==> src/rtl/y86_pkg.sv <==
// Shared encodings for the Y86-64 SEQ control slice: controller states,
// architectural status codes and the halt icode.
package y86_pkg;

  localparam logic [2:0] ST_IDLE   = 3'd0;
  localparam logic [2:0] ST_FETCH  = 3'd1;
  localparam logic [2:0] ST_DECODE = 3'd2;
  localparam logic [2:0] ST_EXEC   = 3'd3;
  localparam logic [2:0] ST_MEM    = 3'd4;
  localparam logic [2:0] ST_WB     = 3'd5;
  localparam logic [2:0] ST_PCUPD  = 3'd6;
  localparam logic [2:0] ST_HALT   = 3'd7;

  localparam logic [2:0] STAT_AOK = 3'd1;
  localparam logic [2:0] STAT_HLT = 3'd2;
  localparam logic [2:0] STAT_ADR = 3'd3;
  localparam logic [2:0] STAT_INS = 3'd4;

  localparam logic [3:0] IHALT = 4'h0;

  // Active means the clock is spent on an instruction (counted by cycles).
  function automatic logic is_active(input logic [2:0] s);
    return (s != ST_IDLE) && (s != ST_HALT);
  endfunction

endpackage

==> src/rtl/sat_counter.sv <==
// Saturating up-counter with synchronous clear; sticks at all-ones.
module sat_counter #(
  parameter int W = 32
) (
  input  logic         clk,
  input  logic         rst,
  input  logic         clr,
  input  logic         inc,
  output logic [W-1:0] q
);

  always_ff @(posedge clk) begin
    if (rst || clr)
      q <= '0;
    else if (inc && (q != '1))
      q <= q + W'(1);
  end

endmodule

==> src/rtl/seq_stage_controller.sv <==
// Sequencer for the Y86-64 SEQ datapath: owns the PC, steps six handshaked
// stages per instruction, latches status and halts without stopping sim.
module seq_stage_controller
  import y86_pkg::*;
#(
  parameter int          ADDR_W     = 64,
  parameter logic [63:0] START_PC   = 64'd0,
  parameter int          CNT_W      = 32,
  parameter int unsigned MAX_CYCLES = 0
) (
  input  logic              clk,
  input  logic              rst,
  input  logic              run,
  input  logic              stage_done,
  input  logic [ADDR_W-1:0] new_PC_address,
  input  logic [3:0]        Ins_Code,
  input  logic              instruction_invalid_check,
  input  logic              imemory_error,
  input  logic              data_memory_error,
  output logic [ADDR_W-1:0] PC_adress,
  output logic [2:0]        stage,
  output logic              stage_start,
  output logic              regfile_we,
  output logic [2:0]        status,
  output logic              halted,
  output logic              watchdog,
  output logic [CNT_W-1:0]  retired,
  output logic [CNT_W-1:0]  cycles
);

  localparam bit              WD_EN  = (MAX_CYCLES != 0);
  localparam logic [CNT_W-1:0] WD_LIM = CNT_W'(WD_EN ? MAX_CYCLES - 1 : 0);

  logic [2:0] state, nxt;
  logic [2:0] status_nxt;
  logic       pc_we, ret_inc, active, wd_hit;

  assign active = is_active(state);
  // cycles still reads the old value here, so LIM-1 means "reaches LIM now"
  assign wd_hit = WD_EN && active && (cycles == WD_LIM);

  always_comb begin
    nxt        = state;
    status_nxt = status;
    pc_we      = 1'b0;
    ret_inc    = 1'b0;
    case (state)
      ST_IDLE:   if (run) nxt = ST_FETCH;
      ST_FETCH:
        if (stage_done) begin
          nxt = ST_DECODE;
          if (imemory_error) begin
            status_nxt = STAT_ADR;
            nxt        = ST_HALT;
          end else if (instruction_invalid_check) begin
            status_nxt = STAT_INS;
            nxt        = ST_HALT;
          end else if (Ins_Code == IHALT) begin
            status_nxt = STAT_HLT;
            ret_inc    = 1'b1;
            nxt        = ST_HALT;
          end
        end
      ST_DECODE: if (stage_done) nxt = ST_EXEC;
      ST_EXEC:   if (stage_done) nxt = ST_MEM;
      ST_MEM:
        if (stage_done) begin
          if (data_memory_error) begin
            status_nxt = STAT_ADR;
            nxt        = ST_HALT;
          end else begin
            nxt = ST_WB;
          end
        end
      ST_WB:     if (stage_done) nxt = ST_PCUPD;
      ST_PCUPD:
        if (stage_done) begin
          pc_we   = 1'b1;
          ret_inc = 1'b1;
          nxt     = run ? ST_FETCH : ST_IDLE;
        end
      ST_HALT:   nxt = ST_HALT;
      default:   nxt = ST_IDLE;
    endcase
    // Watchdog overrides the advance but keeps any error code captured above
    if (wd_hit) begin
      nxt     = ST_HALT;
      pc_we   = 1'b0;
      ret_inc = 1'b0;
    end
  end

  always_ff @(posedge clk) begin
    if (rst) begin
      state       <= ST_IDLE;
      PC_adress   <= ADDR_W'(START_PC);
      status      <= STAT_AOK;
      watchdog    <= 1'b0;
      stage_start <= 1'b0;
    end else begin
      state       <= nxt;
      status      <= status_nxt;
      stage_start <= is_active(nxt) && (nxt != state);
      if (pc_we)  PC_adress <= new_PC_address;
      if (wd_hit) watchdog  <= 1'b1;
    end
  end

  assign stage      = state;
  assign regfile_we = (state == ST_WB);
  assign halted     = (state == ST_HALT);

  sat_counter #(.W(CNT_W)) u_retired (
    .clk (clk),
    .rst (rst),
    .clr (1'b0),
    .inc (ret_inc),
    .q   (retired)
  );

  sat_counter #(.W(CNT_W)) u_cycles (
    .clk (clk),
    .rst (rst),
    .clr (1'b0),
    .inc (active),
    .q   (cycles)
  );

endmodule

==> config.mk <==
export PLATFORM = sky130hd
export DESIGN_NAME = seq_stage_controller
export DESIGN_NICKNAME = d
export VERILOG_FILES = /design/src/rtl/y86_pkg.sv /design/src/rtl/sat_counter.sv /design/src/rtl/seq_stage_controller.sv
export SDC_FILE = /design/constraint.sdc
export NUM_CORES = 1
export LEC_CHECK = 0
export CORE_MARGIN = 2
export CORE_UTILIZATION = 45
export CTS_CLUSTER_DIAMETER = 150
export DETAILED_ROUTE_END_ITERATION = 8
export HOLD_SLACK_MARGIN = 0.12
export PLACE_DENSITY = 0.8
export SYNTH_ARGS = -nofsm -noshare
export SYNTH_HDL_FRONTEND = slang
export SYNTH_SLANG_ARGS = --single-unit
==> constraint.sdc <==
create_clock -name clk -period 2.9 [get_ports clk]
set_input_delay 0.58 -clock clk [delete_from_list [all_inputs] [get_ports clk]]
set_output_delay 0.58 -clock clk [all_outputs]
set_load 0.05 [all_outputs]
==> results of run 1 <==
-- worst min path at each step --
stage                              from             to  slack [ns]  depth (start not counted)
final                     PC_adress[21]  PC_adress[21]        0.45                          2
after global routing       PC_adress[0]   PC_adress[0]        0.47                          2
after CTS                  PC_adress[0]   PC_adress[0]        0.45                          2
after detailed placement   PC_adress[0]   PC_adress[0]        0.45                          2
after global placement    PC_adress[44]  PC_adress[44]        0.44                          2
after floorplan           PC_adress[45]  PC_adress[45]        0.67                          2
-- logic make-up (layout without fill, tap and decap cells) --
group,Yosys count,after routing
buf+inv,60,287
compound gates,195,195
other cells,1,1
simple gates,328,328
fa+ha+maj,2,2
mux,7,7
xor+xnor,4,4
flops,135,135
-- cell usage after synthesis (4+ instances only) --
library cell and instances:
nor3_1 9, inv_1 14, and3_1 6, o31ai_1 27, buf_1 4, nand4_1 17, nor3b_1 4, mux2_2 4
o21ai_0 32, clkbuf_1 30, nand3_1 24, or4_1 27, or2_2 5, nor2_1 27, or3_1 28, dfxtp_1 135
a21oi_1 118, nand2_1 156, nor2b_1 4, nor4_1 5
-- flip-flops by register name, summed over array words and instances (netlist names) --
signal and cells:
u_retired.q 32, status 3, stage 3, u_cycles.q 32
PC_adress 64, stage_start 1
-- stage by stage --
stage                     cell area [um2]  total power [W]   util
after global routing                 8880          0.00460  0.698
after detailed placement             8270          0.00228  0.650
after CTS                            8880          0.00449  0.698
after global placement               8270          0.00228  0.650
final                                8880          0.00445  0.698
after floorplan                      5910          0.00211      -
-- per-layer routing --
| metal | track usage | vias to the layer above |
|---|---|---|
| met5 | 0 | - |
| met4 | 0.0885 | 0 |
| met3 | 0.0985 | 28 |
| met2 | 0.400 | 228 |
| met1 | 0.298 | 2824 |
| li1 | - | 3047 |
-- cell type report --
cell class,instances,area share
Multi-Input combinational cell,537,0.331
Clock buffer,23,0.0550
Sequential cell,135,0.304
Timing Repair Buffer,242,0.266
Clock inverter,8,0.0135
Inverter,14,0.00592
Tap cell,172,0.0242
-- worst max-delay path: stages --
cell and delay [ns]:
clkdlybuf4s50_1 0.42, or4_4 0.57, o41ai_4 0.43, o41ai_4 0.29, buf_4 0.24, or3_1 0.36, a21oi_1 0.15
-- power by group --
part           switching (W)  internal [W]
clock network       0.000780       0.00143
logic               0.000186      0.000166
registers          0.0000166       0.00187
==> reports/results.ini, run 1 <==
[logic_synthesis]
synth_xor_area_frac=0.00593
synth_enable_flop_cells=0
yosys_register_bits=135
synth_top_family_by_area=simple AND/OR/NAND/NOR gates
syn_area_per_cell_um2=8.08
synth_mux_area_frac=0.0127
yosys.area_share.simple=0.278
synthTopCellsByArea=dfxtp_1 (46%), a21oi_1 (10%), nand2_1 (9.9%)
synthArstFlopShare=0
synthDistinctLibCells=55
synth_seq_area_share=0.457
synthAdderAreaFrac=0.00423
syn_nets=809
synth_top_cell_by_area=dfxtp_1
yosysWarningCount=0
yosys.area.top_type_share=0.457
synth_compound_area_frac=0.192
synthFlopType=dfxtp_1
netlist_area_um2=5910
syn_inst=732

[timing]
final_hold_viol_count=0
setup_violations=0
maxSlewHeadroom=0.407
fin_setup_tns_ns=0
whs_ns=0.452
fin_skew_ns=0.00792
layout_min_cycle_time_ns=2.71
tightestPinTransition_ns=0.886
final.period_utilization=0.935
max_freq_ghz=0.369
report.final.slew_viol_count=0
fin_ws_ns=0.188
rsz0062_at_grt=no

[routing]
routed.top_layer=met4
drc=0
drt-wirelength-per-cell_um=15.2
vias=6127
route.met3.wl_mm=1.57
vias_per_cell=5.42
drtPass1Iterations=6
m1WireLength_mm=7.09
ant_nets=0
wirelength_mm=17.2
met2WireLength_mm=8.19
drt_iter0_markers=460

[global_routing]
grt_max_degree=65
track_usage=0.248
grt_pass1_wl_mm=28.3
grt_overflow=0
antenna_found_initial=0
grt_pass1_vias=5806

[cells_and_area]
fin_nets=1024
syn_to_final_growth_pct=50.2
layout_common_cells=clkdlybuf4s50_1 (209), nand2_1 (156), dfxtp_1 (135)
multi_input_area_um2=2940
antenna_cells=0
regArea_um2=2700
final_common_cell=clkdlybuf4s50_1
final_cells=1131
drive_gt1_frac=0.0855
fillCellCount=1059

[floorplanning]
start_util=0.465
num_rows=41
core-area_um2=12700
die_y_um=119
die_area_um2=14100
die_w_um=119
num_io_pins=213

[pwr]
p_leak_nw=2.88
vdd_drop_max_mv=0.525
power_density_nw_per_um2=502

[critical_path]
rr_endpoint=u_retired.q[1]
endpoint_kind=flop
crit_arrival_ns=3.05
critPathLaunchType=input pin
r2r_start=u_retired.q[30]
crit_required_ns=3.24
r2r.worst_path.cells=6
reg2reg_slack_ns=0.21
crit_type=in -> reg
critPathMaxFanout=20
cp-endpoint=u_retired.q[4]
crit_start=Ins_Code[1]

[clock_network]
cts_buffers=17
post-cts-setup-buffers=0
clk_pin_slew_worst_paths_ns=0.05
clock-sinks=135
cts_tree=yes
cts_resized=0
ctsHoldBuffers=0
clk_latency_ns=0.42
htree_levels=4
cts_buffer_depth=2
cts_root_buf=clkbuf_16

[placement]
io_buffers=211
place.detailed.hpwl_mm=11.9
dp.cells=1100
place_worst_setup_slack_ns=-0.205
gp_congestion=0.846

[run]
maxCapViolCount=0

[run_status]
status=finished, final reports clean

[hold_path]
hold_path.class=reg -> reg

Note: power is estimated with default switching activity, not from simulation.
==> run 2: changes to the inputs <==
- CAP_MARGIN: not set -> 25
==> results of run 2 <==
The final DEF is identical to that of run 1; final timing and power are the same.
